===== src/rtl/int_pkg.sv =====
// Shared encodings for the exception/interrupt path: Ecodes, interrupt cause
// codes and the responder state encoding also decoded by the interrupt controller.
package int_pkg;

    localparam logic [5:0] ECODE_INT = 6'h00;
    localparam logic [5:0] ECODE_ADE = 6'h08;
    localparam logic [5:0] ECODE_ALE = 6'h09;
    localparam logic [5:0] ECODE_SYS = 6'h0B;
    localparam logic [5:0] ECODE_BRK = 6'h0C;
    localparam logic [5:0] ECODE_INE = 6'h0D;

    localparam logic [5:0] INT_EXT0  = 6'd0;
    localparam logic [5:0] INT_TIMER = 6'd11;

    typedef enum logic [1:0] {
        ST_RUN     = 2'd0,
        ST_ENTER   = 2'd1,
        ST_HANDLER = 2'd2,
        ST_RETURN  = 2'd3
    } int_state_e;

endpackage


===== src/rtl/int_responder.sv =====
// Exception/interrupt response unit at WB: saves context on entry, flushes and
// redirects to EENTRY, holds in_exception until ertn, then returns to ERA.
module int_responder
    import int_pkg::*;
#(
    parameter logic [31:0] EENTRY_RESET = 32'h1C00_0100
) (
    input  logic        clk,
    input  logic        reset,
    input  logic        wb_valid,
    input  logic [31:0] wb_pc,
    input  logic        wb_exc,
    input  logic [5:0]  wb_ecode,
    input  logic        wb_ertn,
    input  logic        int_req,
    input  logic [5:0]  int_cause,
    input  logic        csr_ie_we,
    input  logic        csr_ie_wdata,
    input  logic        csr_eentry_we,
    input  logic [31:0] csr_eentry_wdata,
    output logic        mie,
    output logic        pie,
    output logic [31:0] era,
    output logic [5:0]  ecode,
    output logic [5:0]  int_cause_q,
    output logic [31:0] eentry,
    output logic        in_exception,
    output logic        flush,
    output logic        ertn,
    output logic        redirect_valid,
    output logic [31:0] redirect_pc
);

    int_state_e  state_q, state_d;
    logic        mie_q, mie_d;
    logic        pie_q, pie_d;
    logic [31:0] era_q, era_d;
    logic [5:0]  ecode_q, ecode_d;
    logic [5:0]  cause_q, cause_d;
    logic [31:0] eentry_q, eentry_d;

    logic take, exc_take, int_take, ret_take;

    always_ff @(posedge clk or negedge reset) begin
        if (!reset) begin
            state_q  <= ST_RUN;
            mie_q    <= 1'b0;
            pie_q    <= 1'b0;
            era_q    <= 32'h0;
            ecode_q  <= 6'h0;
            cause_q  <= 6'h0;
            eentry_q <= EENTRY_RESET;
        end else begin
            state_q  <= state_d;
            mie_q    <= mie_d;
            pie_q    <= pie_d;
            era_q    <= era_d;
            ecode_q  <= ecode_d;
            cause_q  <= cause_d;
            eentry_q <= eentry_d;
        end
    end

    always_comb begin
        state_d        = state_q;
        mie_d          = mie_q;
        pie_d          = pie_q;
        era_d          = era_q;
        ecode_d        = ecode_q;
        cause_d        = cause_q;
        eentry_d       = eentry_q;
        flush          = 1'b0;
        ertn           = 1'b0;
        redirect_valid = 1'b0;
        redirect_pc    = 32'h0;
        in_exception   = 1'b0;

        // The instruction in WB during ENTER/RETURN is being flushed, so it is ignored.
        take     = wb_valid && (state_q == ST_RUN || state_q == ST_HANDLER);
        exc_take = take && wb_exc;
        int_take = take && !wb_exc && int_req && mie_q && (state_q == ST_RUN);
        ret_take = take && !wb_exc && !int_take && wb_ertn;

        case (state_q)
            ST_ENTER: begin
                flush          = 1'b1;
                redirect_valid = 1'b1;
                redirect_pc    = eentry_q;
                in_exception   = 1'b1;
                state_d        = ST_HANDLER;
            end
            ST_RETURN: begin
                flush          = 1'b1;
                ertn           = 1'b1;
                redirect_valid = 1'b1;
                redirect_pc    = era_q;
                state_d        = ST_RUN;
            end
            ST_HANDLER: in_exception = 1'b1;
            default: ;
        endcase

        // Re-entry from HANDLER overwrites ERA/PIE: handlers do not nest.
        if (exc_take || int_take) begin
            era_d   = wb_pc;
            pie_d   = mie_q;
            mie_d   = 1'b0;
            ecode_d = exc_take ? wb_ecode : ECODE_INT;
            if (int_take)
                cause_d = int_cause;
            state_d = ST_ENTER;
        end else if (ret_take) begin
            mie_d   = pie_q;
            state_d = ST_RETURN;
        end else if (take) begin
            if (csr_ie_we)
                mie_d = csr_ie_wdata;
            if (csr_eentry_we)
                eentry_d = csr_eentry_wdata;
        end
    end

    assign mie         = mie_q;
    assign pie         = pie_q;
    assign era         = era_q;
    assign ecode       = ecode_q;
    assign int_cause_q = cause_q;
    assign eentry      = eentry_q;

endmodule


===== config.mk =====
export PLATFORM = sky130hd
export DESIGN_NAME = int_responder
export DESIGN_NICKNAME = d
export VERILOG_FILES = /design/src/rtl/int_pkg.sv /design/src/rtl/int_responder.sv
export SDC_FILE = /design/constraint.sdc
export NUM_CORES = 1
export LEC_CHECK = 0
export CAP_MARGIN = 40
export CORE_AREA = 3 3 100 102
export CTS_CLUSTER_SIZE = 25
export DETAILED_ROUTE_END_ITERATION = 10
export DIE_AREA = 0 0 103 105
export PLACE_DENSITY = 0.9
export SYNTH_ARGS = -nofsm -noshare
export SYNTH_HDL_FRONTEND = slang
export SYNTH_SLANG_ARGS = --single-unit

===== constraint.sdc =====
create_clock -name clk -period 2.5 [get_ports clk]
set_input_delay 0.5 -clock clk [delete_from_list [all_inputs] [get_ports clk]]
set_output_delay 0.5 -clock clk [all_outputs]
set_load 0.02 [all_outputs]

==> run metrics <==
outcome finished, final reports clean; gr ovfl total 0; CP Capture Type primary output; Mapped Cells approximately 240; DRC viols 0; fin crit period 2.36 ns; RR Endpoint eentry[11]; Worst IR Drop VDD 0.768 mV; Fin. Hold Viols 0; worst reg2reg path depth 7; Slew Viols, Final 0; post-DP HPWL 7980 microns; Fill cells 706; final net count 527; CP delay by family, top buffers and inverters; H-tree Lvls 3; port bufs 198; area post-placement 0.00568 sq mm; IO Count 199; hold-fix buffer count after cts 0; WP data required approximately 2.0 ns; initial antenna violation count 0; setup TNS 0 ns; ys async rst share 100%; syn nets about 320; Hold Crit Class input pin to async pin; area of the multi-input gates between 0.001 and 0.0015 sq mm; most frequent cell after synthesis dfrtp_1; worst path cell trace inv_1 > ha_1 > buf_6 > or2_2 > dlygate4sd2_1; Core Area approximately 0.0092 sq mm; Slowest cell on crit path dfrtp_1; Num CTS Buffers 9; worst path arrival time 1.86 ns; Top FF cell, synth dfrtp_1; RSZ-0062 raised after global routing false; reg-to-reg setup timing slack 0.43 ns; worst-skew pair later-pin latency 0.34 ns; Buffers & Inverters on Critical Path 3; Post-synth EDFFs 0; Storage cell area 0.00201 sq mm; Worst Path Max Fanout 16; clock buffer depth 2; distinct cell type count after synthesis 28; fmax about 420 MHz; post-route ant nets 0; largest cells by area after synthesis dfrtp_1 (53%), mux2_2 (13%), mux2_4 (13%), a22o_1 (9.3%), dfstp_2 (2.9%); Routed wire per std cell between 15 and 20 microns; die height 105 microns; worst r2r src state_q[0]; CTS root buf clkbuf_8; DRT Pass-1 Iters 4; PD cells 1420 mW/mm^2; syn_area_per_cell 15.2 sq um; Reg clk slew, reported paths 0.09 ns; die footprint 0.0108 sq mm; Crit path largest cell delay 0.40 ns; vias in the first global route about 3200; crit share post-route 94.6%; cell taking the most area after synthesis dfrtp_1; slew at the pin closest to its max-slew limit 0.764 ns; antenna cells 0; global-route wire length before repair 16700 microns; Die W 103 microns; crit path launch type flip-flop; Synth top area share 53.2%; Clock Sinks 80; Max transition margin 49.0%; Seq cells post-synth 80; Leak around 2.7 nW; pin count of the biggest net entering global routing 62; Max Cap Viol 0; Placer Congestion roughly 0.85; CTS tree done; routed wire length 10700 microns; via count around 2800; Initial Utilization 38.8%; Global Route Usage Sum 19.9%; overall power between 0.008 and 0.009 W; post-DR vias/cell 5.12; synth warn 0; Post-Syn Area ~0.0036 sq mm; post-synthesis sequential area ratio 56.2%; Rows 35; Area growth syn-to-layout 64.7%; final setup fails 0; Clock Skews 0.0181 ns; Crit Path Class flip-flop to primary output; top cells by count, synth dfrtp_1 (76), mux2_2 (41), a22o_1 (38); fin area 0.00588 sq mm; share of cells above drive strength 1 around a quarter; DR iter-0 viols 70
power by group:
group / internal (W) / switching [W]
Combinational: 0.00246 / 0.00227
Sequential: 0.00196 / 0.000550
Clock: 0.000670 / 0.000479
Total: 0.00508 / 0.00330
how the worst max path moves through the flow:
stage	cells after the start	end	startpoint	slack [ns]
finish	5	redirect_valid	state_q[1]	0.14
detailed placement	6	eentry[18]	wb_valid	0.19
global route	5	flush	state_q[1]	0.04
CTS	5	redirect_valid	state_q[1]	0.12
global placement	6	eentry[9]	wb_exc	0.28
floorplan	4	redirect_pc[0]	state_q[1]	0.56
cells in the final DEF (no fill, tap or decap), types with 2 or more instances in the layout:
cell type,count
a22o_1,38
buf_4,9
buf_6,2
bufinv_16,3
clkbuf_8,9
clkdlybuf4s50_1,163
dfrtp_1,76
dfstp_2,4
dlygate4sd2_1,34
ha_1,4
inv_1,5
mux2_2,41
mux2_4,30
nand2_1,2
nor3b_2,2
o21ai_0,2
worst register-to-register path, stage by stage (launching register included):
cell and delay [ns]:
dfrtp_1 0.41, inv_1 0.11, ha_1 0.24, o21ai_1 0.16
nor3b_2 0.31, nand3b_4 0.11, buf_4 0.25, mux2_4 0.35
layout make-up:
type	instances	area share (%)
clock buffers	10	2.17
clock inverters	6	1.96
inverters	5	0.319
multi-input cells	134	24.8
flip-flops and latches	80	34.1
well taps	111	2.36
repair buffers	208	34.3
what timing repair did:
action / in CTS / in global routing
setup endpoints to repair: 34 / 0
buffers inserted: 0 / 0
gates resized for setup: 36 / 0
state kept, by name (all words and copies together), names as in the netlist:
register     cells
era             32
mie              1
eentry          32
ecode            6
state_q          2
pie              1
int_cause_q      6
per-layer routing:
metal | GRT usage, % | routed length (microns)
met4 | 6.11 | 210
met5 | 0 | 0
met3 | 5.07 | 628
met2 | 36.4 | 5740
met1 | 22.1 | 4110
logic make-up after synthesis:
kind of cell,count (synthesis),synth area share [%]
AND/OR/NAND/NOR,12,2.87
flip-flops,80,56.2
multiplexers,71,25.5
adder cells (fa/ha/maj),4,1.40
AO/OA/AOI/OAI,47,10.9
buffers and inverters,21,3.08
stage by stage:
step / std cells / worst slack [ns] / hold slack (ns) / utilization [%]
after detailed placement: 538 / 0.189 / 0.485 / 61.7
after CTS: 554 / 0.117 / 0.249 / 64.0
after global placement: 538 / 0.278 / 0.487 / 61.7
after global routing: 554 / 0.0442 / 0.279 / 64.0
after floorplan: 235 / 0.560 / 0.204 / -
final: 554 / 0.136 / 0.213 / 64.0
No activity file was read; power rests on OpenSTA's default activity.
